`config.mk`:
```
export PLATFORM = sky130hd
export DESIGN_NAME = uart_tx_8n1_flat
export DESIGN_NICKNAME = d
export VERILOG_FILES = /design/src/rtl/uart_tx_8n1_if.sv /design/src/rtl/uart_tx_8n1.sv /design/src/flat_wrapper.sv
export SDC_FILE = /design/constraint.sdc
export NUM_CORES = 1
export LEC_CHECK = 0
export BUFFER_PORTS_ARGS = -buffer_cell sky130_fd_sc_hd__buf_2
export CELL_PAD_IN_SITES_DETAIL_PLACEMENT = 1
export CELL_PAD_IN_SITES_GLOBAL_PLACEMENT = 1
export CORE_MARGIN = 1.5
export CORE_UTILIZATION = 48
export DETAILED_ROUTE_END_ITERATION = 8
export GPL_TIMING_DRIVEN = 0
export PLACE_DENSITY_LB_ADDON = 0.08
export RECOVER_POWER = 50
export SKIP_LAST_GASP = 1
export SYNTH_ARGS = -nofsm -noshare
export SYNTH_HDL_FRONTEND = slang
export SYNTH_SLANG_ARGS = --single-unit
```
`constraint.sdc`:
```
create_clock -name clk -period 5.4 [get_ports clk]
set_clock_uncertainty 0.2 [all_clocks]
set_input_delay 0.54 -clock clk [delete_from_list [all_inputs] [get_ports clk]]
set_output_delay 0.54 -clock clk [all_outputs]
set_load 0.02 [all_outputs]
```
`src/rtl/uart_tx_8n1_if.sv`:
```
// Send-port bundle between the debug unit (master) and the UART transmitter (slave).
// Signal names are given from the transmitter's point of view.
interface uart_tx_8n1_if #(
   parameter int DATA_BITS = 8
);
   logic                 i_tx_start;
   logic [DATA_BITS-1:0] i_tx_data;
   logic                 o_tx_done;
   logic                 o_tx_done_tick;

   modport master (
      output i_tx_start,
      output i_tx_data,
      input  o_tx_done,
      input  o_tx_done_tick
   );

   modport slave (
      input  i_tx_start,
      input  i_tx_data,
      output o_tx_done,
      output o_tx_done_tick
   );
endinterface

```
`src/rtl/uart_tx_8n1.sv`:
```
// UART transmitter: start bit, DATA_BITS data bits LSB first, stop of SB_TICK oversample ticks.
// Generates its own 16x oversample tick from clk; the divider restarts on every accepted byte.
module uart_tx_8n1 #(
   parameter int DATA_BITS = 8,
   parameter int SB_TICK   = 16,
   parameter int BAUD_DIV  = 163
) (
   input  logic         clk,
   input  logic         reset,
   uart_tx_8n1_if.slave s_if,
   output logic         o_tx
);

   localparam int BAUD_W = (BAUD_DIV > 1) ? $clog2(BAUD_DIV) : 1;
   localparam int BIT_W  = (DATA_BITS > 1) ? $clog2(DATA_BITS) : 1;
   localparam int TICK_W = 5;

   localparam logic [BAUD_W-1:0] BAUD_LAST = BAUD_W'(BAUD_DIV - 1);
   localparam logic [BIT_W-1:0]  BIT_LAST  = BIT_W'(DATA_BITS - 1);
   localparam logic [TICK_W-1:0] OS_LAST   = TICK_W'(15);
   localparam logic [TICK_W-1:0] STOP_LAST = TICK_W'(SB_TICK - 1);

   typedef enum logic [1:0] {
      S_IDLE  = 2'd0,
      S_START = 2'd1,
      S_DATA  = 2'd2,
      S_STOP  = 2'd3
   } state_t;

   state_t                r_state;
   state_t                w_state_next;
   logic [BAUD_W-1:0]     r_baud_cnt;
   logic [BAUD_W-1:0]     w_baud_next;
   logic [TICK_W-1:0]     r_tick_cnt;
   logic [TICK_W-1:0]     w_tick_next;
   logic [BIT_W-1:0]      r_bit_cnt;
   logic [BIT_W-1:0]      w_bit_next;
   logic [DATA_BITS-1:0]  r_shreg;
   logic [DATA_BITS-1:0]  w_shreg_next;
   logic [DATA_BITS-1:0]  w_shreg_shifted;
   logic                  r_tx;
   logic                  w_tx_next;
   logic                  r_tx_done;
   logic                  w_tx_done_next;
   logic                  w_baud_tick;
   logic                  w_done_tick;

   // Right shift with zero fill; bit 0 is always the bit currently on the line.
   genvar gi;
   generate
      for (gi = 0; gi < DATA_BITS; gi++) begin : g_shift
         if (gi == DATA_BITS - 1) begin : g_msb
            assign w_shreg_shifted[gi] = 1'b0;
         end else begin : g_mid
            assign w_shreg_shifted[gi] = r_shreg[gi+1];
         end
      end
   endgenerate

   // Divider is held at zero in IDLE, so the first tick of a frame lands BAUD_DIV cycles after acceptance.
   assign w_baud_tick = (r_state != S_IDLE) && (r_baud_cnt == BAUD_LAST);

   always_comb begin
      w_baud_next = r_baud_cnt;
      if (r_state == S_IDLE || w_baud_tick) begin
         w_baud_next = '0;
      end else begin
         w_baud_next = r_baud_cnt + BAUD_W'(1);
      end
   end

   always_comb begin
      w_state_next = r_state;
      w_tick_next  = r_tick_cnt;
      w_bit_next   = r_bit_cnt;
      w_shreg_next = r_shreg;
      w_tx_next    = r_tx;
      w_done_tick  = 1'b0;

      case (r_state)
         S_IDLE: begin
            w_tx_next = 1'b1;
            if (s_if.i_tx_start) begin
               w_shreg_next = s_if.i_tx_data;
               w_tick_next  = '0;
               w_bit_next   = '0;
               w_state_next = S_START;
               w_tx_next    = 1'b0;
            end
         end

         S_START: begin
            if (w_baud_tick) begin
               if (r_tick_cnt == OS_LAST) begin
                  w_tick_next  = '0;
                  w_state_next = S_DATA;
                  w_tx_next    = r_shreg[0];
               end else begin
                  w_tick_next = r_tick_cnt + TICK_W'(1);
               end
            end
         end

         S_DATA: begin
            if (w_baud_tick) begin
               if (r_tick_cnt == OS_LAST) begin
                  w_tick_next  = '0;
                  w_shreg_next = w_shreg_shifted;
                  if (r_bit_cnt == BIT_LAST) begin
                     w_state_next = S_STOP;
                     w_tx_next    = 1'b1;
                  end else begin
                     w_bit_next = r_bit_cnt + BIT_W'(1);
                     w_tx_next  = w_shreg_shifted[0];
                  end
               end else begin
                  w_tick_next = r_tick_cnt + TICK_W'(1);
               end
            end
         end

         S_STOP: begin
            w_tx_next = 1'b1;
            if (w_baud_tick) begin
               if (r_tick_cnt == STOP_LAST) begin
                  w_tick_next  = '0;
                  w_done_tick  = 1'b1;
                  w_state_next = S_IDLE;
               end else begin
                  w_tick_next = r_tick_cnt + TICK_W'(1);
               end
            end
         end

         default: begin
            w_state_next = S_IDLE;
            w_tx_next    = 1'b1;
         end
      endcase
   end

   // Both line outputs are registered from the next state so the pin never sees decode glitches.
   assign w_tx_done_next = (w_state_next == S_IDLE);

   always_ff @(posedge clk) begin
      if (reset) begin
         r_state    <= S_IDLE;
         r_baud_cnt <= '0;
         r_tick_cnt <= '0;
         r_bit_cnt  <= '0;
         r_shreg    <= '0;
         r_tx       <= 1'b1;
         r_tx_done  <= 1'b1;
      end else begin
         r_state    <= w_state_next;
         r_baud_cnt <= w_baud_next;
         r_tick_cnt <= w_tick_next;
         r_bit_cnt  <= w_bit_next;
         r_shreg    <= w_shreg_next;
         r_tx       <= w_tx_next;
         r_tx_done  <= w_tx_done_next;
      end
   end

   assign o_tx                = r_tx;
   assign s_if.o_tx_done      = r_tx_done;
   assign s_if.o_tx_done_tick = w_done_tick;

endmodule

```
`src/flat_wrapper.sv`:
```
// flat-port wrapper written by rule: the top's interface ports become plain ports
module uart_tx_8n1_flat 
#(
   parameter int DATA_BITS = 8,
   parameter int SB_TICK   = 16,
   parameter int BAUD_DIV  = 163
)
  (clk, reset, o_tx, s_if_i_tx_start, s_if_i_tx_data, s_if_o_tx_done, s_if_o_tx_done_tick);
  uart_tx_8n1_if #(.DATA_BITS(DATA_BITS)) s_if_i ();
  input  logic clk;
  input  logic reset;
  output logic o_tx;
  input wire logic [$bits(s_if_i.i_tx_start)-1:0] s_if_i_tx_start;
  input wire logic [$bits(s_if_i.i_tx_data)-1:0] s_if_i_tx_data;
  output wire logic [$bits(s_if_i.o_tx_done)-1:0] s_if_o_tx_done;
  output wire logic [$bits(s_if_i.o_tx_done_tick)-1:0] s_if_o_tx_done_tick;
  assign s_if_i.i_tx_start = s_if_i_tx_start;
  assign s_if_i.i_tx_data = s_if_i_tx_data;
  assign s_if_o_tx_done = s_if_i.o_tx_done;
  assign s_if_o_tx_done_tick = s_if_i.o_tx_done_tick;
  uart_tx_8n1 #(.DATA_BITS(DATA_BITS), .SB_TICK(SB_TICK), .BAUD_DIV(BAUD_DIV)) u_core (.clk(clk), .reset(reset), .s_if(s_if_i), .o_tx(o_tx));
endmodule
```
==> metrics.md, run 1 <==
| Metric | Value |
|---|---|
| NumNets Final | `between 150 and 200` |
| Critical Setup Path Class | `reg -> out` |
| Worst path slowest cell | `nor3_1` |
| Yosys reg bits | `28` |
| VDD IR-drop max | `between 0.15 and 0.2 mV` |
| Measured slew at the worst slew-check pin | `0.706 ns` |
| Root buffer cell | `clkbuf_4` |
| Worst setup SP type | `register` |
| Crit path launch | `u_core.r_baud_cnt[0]` |
| CP required | `roughly 4.7 ns` |
| Die width | `57.3 microns` |
| Synth cell count leaders | `dfxtp_1, a21oi_1, nor2_1` |
| Unique cell type count in the Yosys netlist | `40` |
| Hold_ws | `about 0.28 ns` |
| Clock latency on the worst-skew pair | `0.33 ns` |
| Antenna Nets Post-Route | `0` |
| Worst flop-to-flop path startpoint | `u_core.r_baud_cnt[0]` |
| Critical Path Fanout Max | `7` |
| CTS hold repair buffers | `0` |
| # IOs | `14` |
| P per Cell Area | `about 230 mW/mm^2` |
| Cell taking the most area after synthesis | `dfxtp_1` |
| Asr flop ratio synth | `0%` |
| Synth Flop Type | `dfxtp_1` |
| Post-DP Area | `0.00152 sq mm` |
| Core Region | `0.00278 sq mm` |
| Slew Limit Fails | `0` |
| GR Util met1 | `between 20 and 30%` |
| GPL Wtd Cong | `roughly 0.75` |
| Endpoints failing hold | `0` |
| Die footprint | `between 0.003 and 0.004 sq mm` |
| Area delta synth->final | `9.36%` |
| Crit path time final | `approximately 3.1 ns` |
| Normalized max-slew margin | `a little over half` |
| Top post-synthesis cells by area | `dfxtp_1, mux2i_1, a21oi_1` |
| Initial antenna violation count | `0` |
| Die Height | `~57 microns` |
| Syn avg cell area | `about 9.6 sq um` |
| Fillers | `~340` |
| Initial Util | `roughly half` |
| H-tree levels | `1` |
| Average routed wire per standard cell | `between 15 and 20 microns` |
| RSZ-0062 raised after global routing | `false` |
| Worst Path Arrival | `approximately 2.4 ns` |
| CTS tree | `yes` |
| PostCTS Resize Cnt | `0` |
| Share of cells above drive strength 1 | `about 15%` |
| Gr ovfl total | `0` |
| Routed vias/inst | `around 6` |
| DP HPWL | `between 2 and 3 mm` |
| First-pass GRT wire length | `around 5.7 mm` |
| CP Capture Type | `output port` |
| Num Clock Sinks | `28` |
| GR peak layer | `met2` |
| CTS Buf Count | `3` |
| Synth warn | `0` |
| Global Route met2 Usage | `between 30% and 40%` |
| Cell chain of the critical path | `inv_1 -> ha_1 -> nand4b_1 -> nor3_1 -> and3_1 -> buf_2` |
| Post-CTS setup buffer count | `0` |
| Register area share after synthesis | `39.5%` |
| Status | `finished, final reports clean` |
| Hold Crit Start | `u_core.r_baud_cnt[0]` |
| Setup TNS | `0 ns` |
| Pwr Total | `0.000363 W` |
| Period utilisation layout | `~58%` |
| CP peak stage delay | `around 0.70 ns` |
| P_leak | `0.575 nW` |
| Via count | `1202` |
| IO Port Bufs | `13` |
| First DRT Iteration DRCs | `27` |
| Largest net degree at the start of global routing | `16` |
| Syn nets | `between 150 and 200` |
| Synth Instances | `about 150` |
| Most common cell in the netlist | `dfxtp_1` |
| Post-Route WL | `about 3.4 mm` |
| Rows | `19` |
| Yosys top cell area share | `39.5%` |
| Tot GR Track Use | `~22%` |
| DRC viols | `0` |
| DR pass1 iterations | `4` |
| # setup viols final | `0` |
| Worst hold path type | `reg -> reg` |
| Clock-pin slew on the worst setup and hold paths | `0.15 ns` |
| Post-synth EDFFs | `0` |
| Number of max-cap violations | `0` |
| Met3 Resource Use GR | `roughly 2.3%` |
| Final Cell Area | `between 0.0015 and 0.002 sq mm` |
| Number of diodes | `0` |
| Util after Layout | `about 56%` |
| Vias in the first global route | `~1.2k` |
| Mapped cell area | `~0.0014 sq mm` |
| Fmax | `approximately 320 MHz` |
| Bufs on Longest Clock Path | `2` |
==> cells in the final DEF (no fill, tap or decap), drive strengths merged <==
| cell type | synthesis | layout |
|---|---|---|
| or3 | 4 | 4 |
| clkinv | 1 | 1 |
| a21o | 1 | 1 |
| a41oi | 1 | 1 |
| nand4b | 2 | 2 |
| inv | 4 | 4 |
| xnor2 | 3 | 3 |
| clkbuf | 4 | 11 |
| o31ai | 1 | 1 |
| xor2 | 4 | 4 |
| o41ai | 4 | 4 |
| nor3 | 7 | 7 |
| o311ai | 1 | 1 |
| nor2 | 12 | 12 |
| nand3 | 7 | 7 |
| o211ai | 1 | 1 |
| and3 | 4 | 4 |
| mux2 | 1 | 1 |
| nor4b | 1 | 1 |
| and4b | 2 | 2 |
| nand2 | 5 | 5 |
| a21oi | 14 | 14 |
| a311oi | 8 | 8 |
| nand2b | 2 | 2 |
| ha | 5 | 5 |
| nor3b | 1 | 1 |
| a211oi | 2 | 2 |
| nor2b | 1 | 1 |
| a32o | 1 | 1 |
| a22o | 2 | 2 |
| dfxtp | 28 | 28 |
| o21ai | 1 | 1 |
| a31oi | 1 | 1 |
| buf | 4 | 14 |
| mux2i | 8 | 8 |
==> metrics by stage <==
| step | setup WS, ns | std cells |
|---|---|---|
| final | 2.27 | 196 |
| after global routing | 2.09 | 196 |
| after CTS | 2.45 | 196 |
| after detailed placement | 2.84 | 192 |
| after global placement | 2.90 | 192 |
| after floorplan | 3.21 | 148 |
==> layout make-up <==
cell class	count	area, sq um	share of cell area (%)
timing repair buffer	13	62.6	4.04
tap	31	38.8	2.50
sequential	28	561	36.2
inverter	5	18.8	1.21
clock buffer	4	36.3	2.34
multi-input combinational	107	785	50.6
buffer	8	48.8	3.15
==> power by group <==
| group | switching (W) | internal [W] |
|---|---|---|
| clock network | 0.0000632 | 0.0000413 |
| registers | 0.00000437 | 0.000214 |
| logic | 0.0000248 | 0.0000158 |
| total | 0.0000923 | 0.000271 |
==> registers in the layout, indices dropped and copies added, names as in the netlist <==
| signal | count |
|---|---|
| u_core.r_state | 2 |
| u_core.r_shreg | 8 |
| u_core.r_tick_cnt | 5 |
| u_core.r_bit_cnt | 3 |
| u_core.o_tx | 1 |
| u_core.s_if.o_tx_done | 1 |
| u_core.r_baud_cnt | 8 |
==> cell families after synthesis <==
family          share of synthesized area [%]
mux                                      6.44
compound gates                           21.6
buf+inv                                  4.77
fa+ha+maj                                4.41
xor+xnor                                 4.32
flops                                    39.5
simple gates                             18.9
==> critical path, delay by kind of cell, from the launching register on <==
kind,cells,cell delay [ns]
flip-flops,1,0.36
adder cells (fa/ha/maj),1,0.16
buffers and inverters,2,0.23
AND/OR/NAND/NOR,3,1.30
==> worst paths after layout <==
check,to,slack [ns],depth (start not counted)
max,s_if_o_tx_done_tick,2.27,6
min,u_core.r_baud_cnt[0],0.28,1
max reg2reg,u_core.r_bit_cnt[0],2.90,6
min reg2reg,u_core.r_baud_cnt[0],0.28,1
==> layer usage <==
metal / share of wire, % / wire length, microns
met1: 46 / 1570
met5: 0 / 0
met3: 2.1 / 72
met4: 1.3 / 43
met2: 50 / 1700
No activity file was read; power rests on OpenSTA's default activity.
==> run 2: changes to the inputs <==
ABC_AREA = 1   (was unset)
CORE_UTILIZATION = 37   (was 48)
clock period = 2.85 ns   (was 5.4 ns; I/O delays follow)
==> metrics.md, run 2 <==
| Metric | Value |
|---|---|
| Unique cell type count in the Yosys netlist | `25` |
| Via count | `about 1.4k` |
| CP required | `2.37 ns` |
| # setup viols final | `0` |
| Non-filler instance count after layout | `276` |
| Worst setup SP type | `register` |
| Antenna Nets Post-Route | `0` |
| VDD IR-drop max | `around 0.16 mV` |
| DR pass1 iterations | `4` |
| Syn nets | `between 200 and 250` |
| NumNets Final | `between 200 and 250` |
| Period utilisation layout | `79.2%` |
| Synth cell count leaders | `nand2_1, nor2_1, dfxtp_1` |
| Synth Instances | `~210` |
| Synth Flop Type | `dfxtp_1` |
| Commonest non-fill, non-tap cell in the layout | `nand2_1` |
| Number of diodes | `0` |
| Gr ovfl total | `0` |
| Hold_ws | `roughly 0.07 ns` |
| Core Region | `around 0.0037 sq mm` |
| Area delta synth->final | `8.89%` |
| Tot GR Track Use | `18.0%` |
| Initial Util | `39.5%` |
| Post-synth EDFFs | `0` |
| Top post-synthesis cells by area | `dfxtp_1, nand2_1, nor2_1` |
| DP HPWL | `2.73 mm` |
| Largest net degree at the start of global routing | `15` |
| H-tree levels | `1` |
| Crit path time final | `2.26 ns` |
| Mapped cell area | `between 0.001 and 0.0015 sq mm` |
| Critical Path Fanout Max | `6` |
| Share of cells above drive strength 1 | `between 10% and 20%` |
| Endpoints failing hold | `0` |
| Bufs on Longest Clock Path | `2` |
| First-pass GRT wire length | `around 6 mm` |
| Clock latency on the worst-skew pair | `~0.27 ns` |
| CTS Buf Count | `3` |
| Synth warn | `0` |
| Most common cell in the netlist | `nand2_1` |
| Largest regs | `u_core.r_baud_cnt x8, u_core.r_shreg x8, u_core.r_tick_cnt x5` |
| Normalized max-slew margin | `about 55%` |
| Die width | `66.2 microns` |
| Initial antenna violation count | `0` |
| Yosys top cell area share | `between 30% and 40%` |
| CTS hold repair buffers | `0` |
| PostCTS Resize Cnt | `0` |
| Die Height | `roughly 66 microns` |
| Commonest non-fill, non-tap cells in the layout | `nand2_1, nor2_1, dfxtp_1` |
| Num Clock Sinks | `28` |
| CP Capture Type | `output port` |
| GPL Wtd Cong | `0.724` |
| Root buffer cell | `clkbuf_8` |
| Post-Route WL | `3.40 mm` |
| Fmax | `443 MHz` |
| Critical Setup Path Class | `reg -> out` |
| Slew Limit Fails | `0` |
| Clock-pin slew on the worst setup and hold paths | `roughly 0.090 ns` |
| Cell taking the most area after synthesis | `dfxtp_1` |
| Average routed wire per standard cell | `roughly 12 microns` |
| IO Port Bufs | `12` |
| DRC viols | `0` |
| RSZ-0062 raised after global routing | `false` |
| Vias in the first global route | `roughly 1.4k` |
| CTS tree | `yes` |
| Setup TNS | `0 ns` |
| Placed Cells | `273` |
| Number of max-cap violations | `0` |
| P_leak | `0.679 nW` |
| Yosys reg bits | `28` |
| # IOs | `14` |
| Measured slew at the worst slew-check pin | `0.670 ns` |
| Syn avg cell area | `approximately 6.9 sq um` |
| First DRT Iteration DRCs | `48` |
| Post-CTS setup buffer count | `0` |
| Register area share after synthesis | `a little under two fifths` |
| Die footprint | `0.00438 sq mm` |
| P per Cell Area | `approximately 460 mW/mm^2` |
| Worst Path Arrival | `around 1.8 ns` |
| Fillers | `515` |
| Status | `finished, final reports clean` |
| Asr flop ratio synth | `0%` |
| Routed vias/inst | `between 4 and 5` |
| Rows | `22` |
| Worst hold path type | `in -> reg` |
-- run 2: changes by cell type in the layout (fill, tap and decap cells not counted), moves of 6 or more --
cell / delta
inv_1: +11
mux2i_1: -8
nand2_1: +60
nand3_1: +17
nor2_1: +20
nor3_1: -6
-- run 2: critical path, stage by stage (launching register included) --
cell and delay (ns):
dfxtp_1 0.40, ha_1 0.22, nand3_2 0.10, nor2_1 0.33, nand3_1 0.15, nor2_1 0.12
buf_2 0.17
-- run 2: cell type report --
cell class	count	area (sq um)	share of cell area (%)
Buffer	5	43.8	2.72
Clock buffer	3	41.3	2.57
Inverter	18	67.6	4.20
Multi-Input combinational cell	162	778	48.4
Sequential cell	28	561	34.8
Tap cell	48	60.1	3.73
Timing Repair Buffer	12	57.6	3.58
-- run 2: metal layers --
layer | track usage [%] | up-vias | part of all wire (%)
li1 | - | 712 | -
met1 | 22.9 | 652 | 50
met2 | 31.3 | 7 | 48
met3 | 2.56 | 2 | 1.5
met4 | 5.36 | 0 | 0.91
met5 | 0 | - | 0
-- run 2: path summary, 6_finish.rpt --
kind / from / slack [ns] / depth (start not counted) / to
setup / recovery: u_core.r_tick_cnt[0] / 0.59 / 6 / s_if_o_tx_done_tick
hold / removal: s_if_i_tx_data[7] / 0.07 / 3 / u_core.r_shreg[7]
setup reg to reg: u_core.r_tick_cnt[0] / 0.64 / 8 / u_core.r_shreg[1]
hold reg to reg: u_core.r_shreg[4] / 0.27 / 2 / u_core.r_shreg[4]
-- run 2: through the flow --
stage               utilization (%)  cell area, sq um  total power [W]  worst slack [ns]
floorplan                         -              1480         0.000502              1.13
global placement               42.7              1600         0.000526              1.03
detailed placement             42.7              1600         0.000533              1.02
CTS                            43.8              1640         0.000758             0.698
global route                   43.0              1610         0.000785             0.375
finish                         43.0              1610         0.000738             0.593
-- run 2: kinds of logic after synthesis --
logic type	synth area share [%]
and+or+nand+nor	40.7
AOI/OAI and AO/OA	6.61
buffers and inverters	7.54
xor gates and xnor gates	2.96
DFF	37.9
adders and majority gates	4.23
-- run 2: where the power goes --
part           internal, W  switching, W   total, W  leakage, nW
logic            0.0000364     0.0000631  0.0000995        0.429
registers         0.000411     0.0000118   0.000422        0.229
clock network    0.0000951      0.000121   0.000216       0.0216
total             0.000542      0.000196   0.000738        0.679
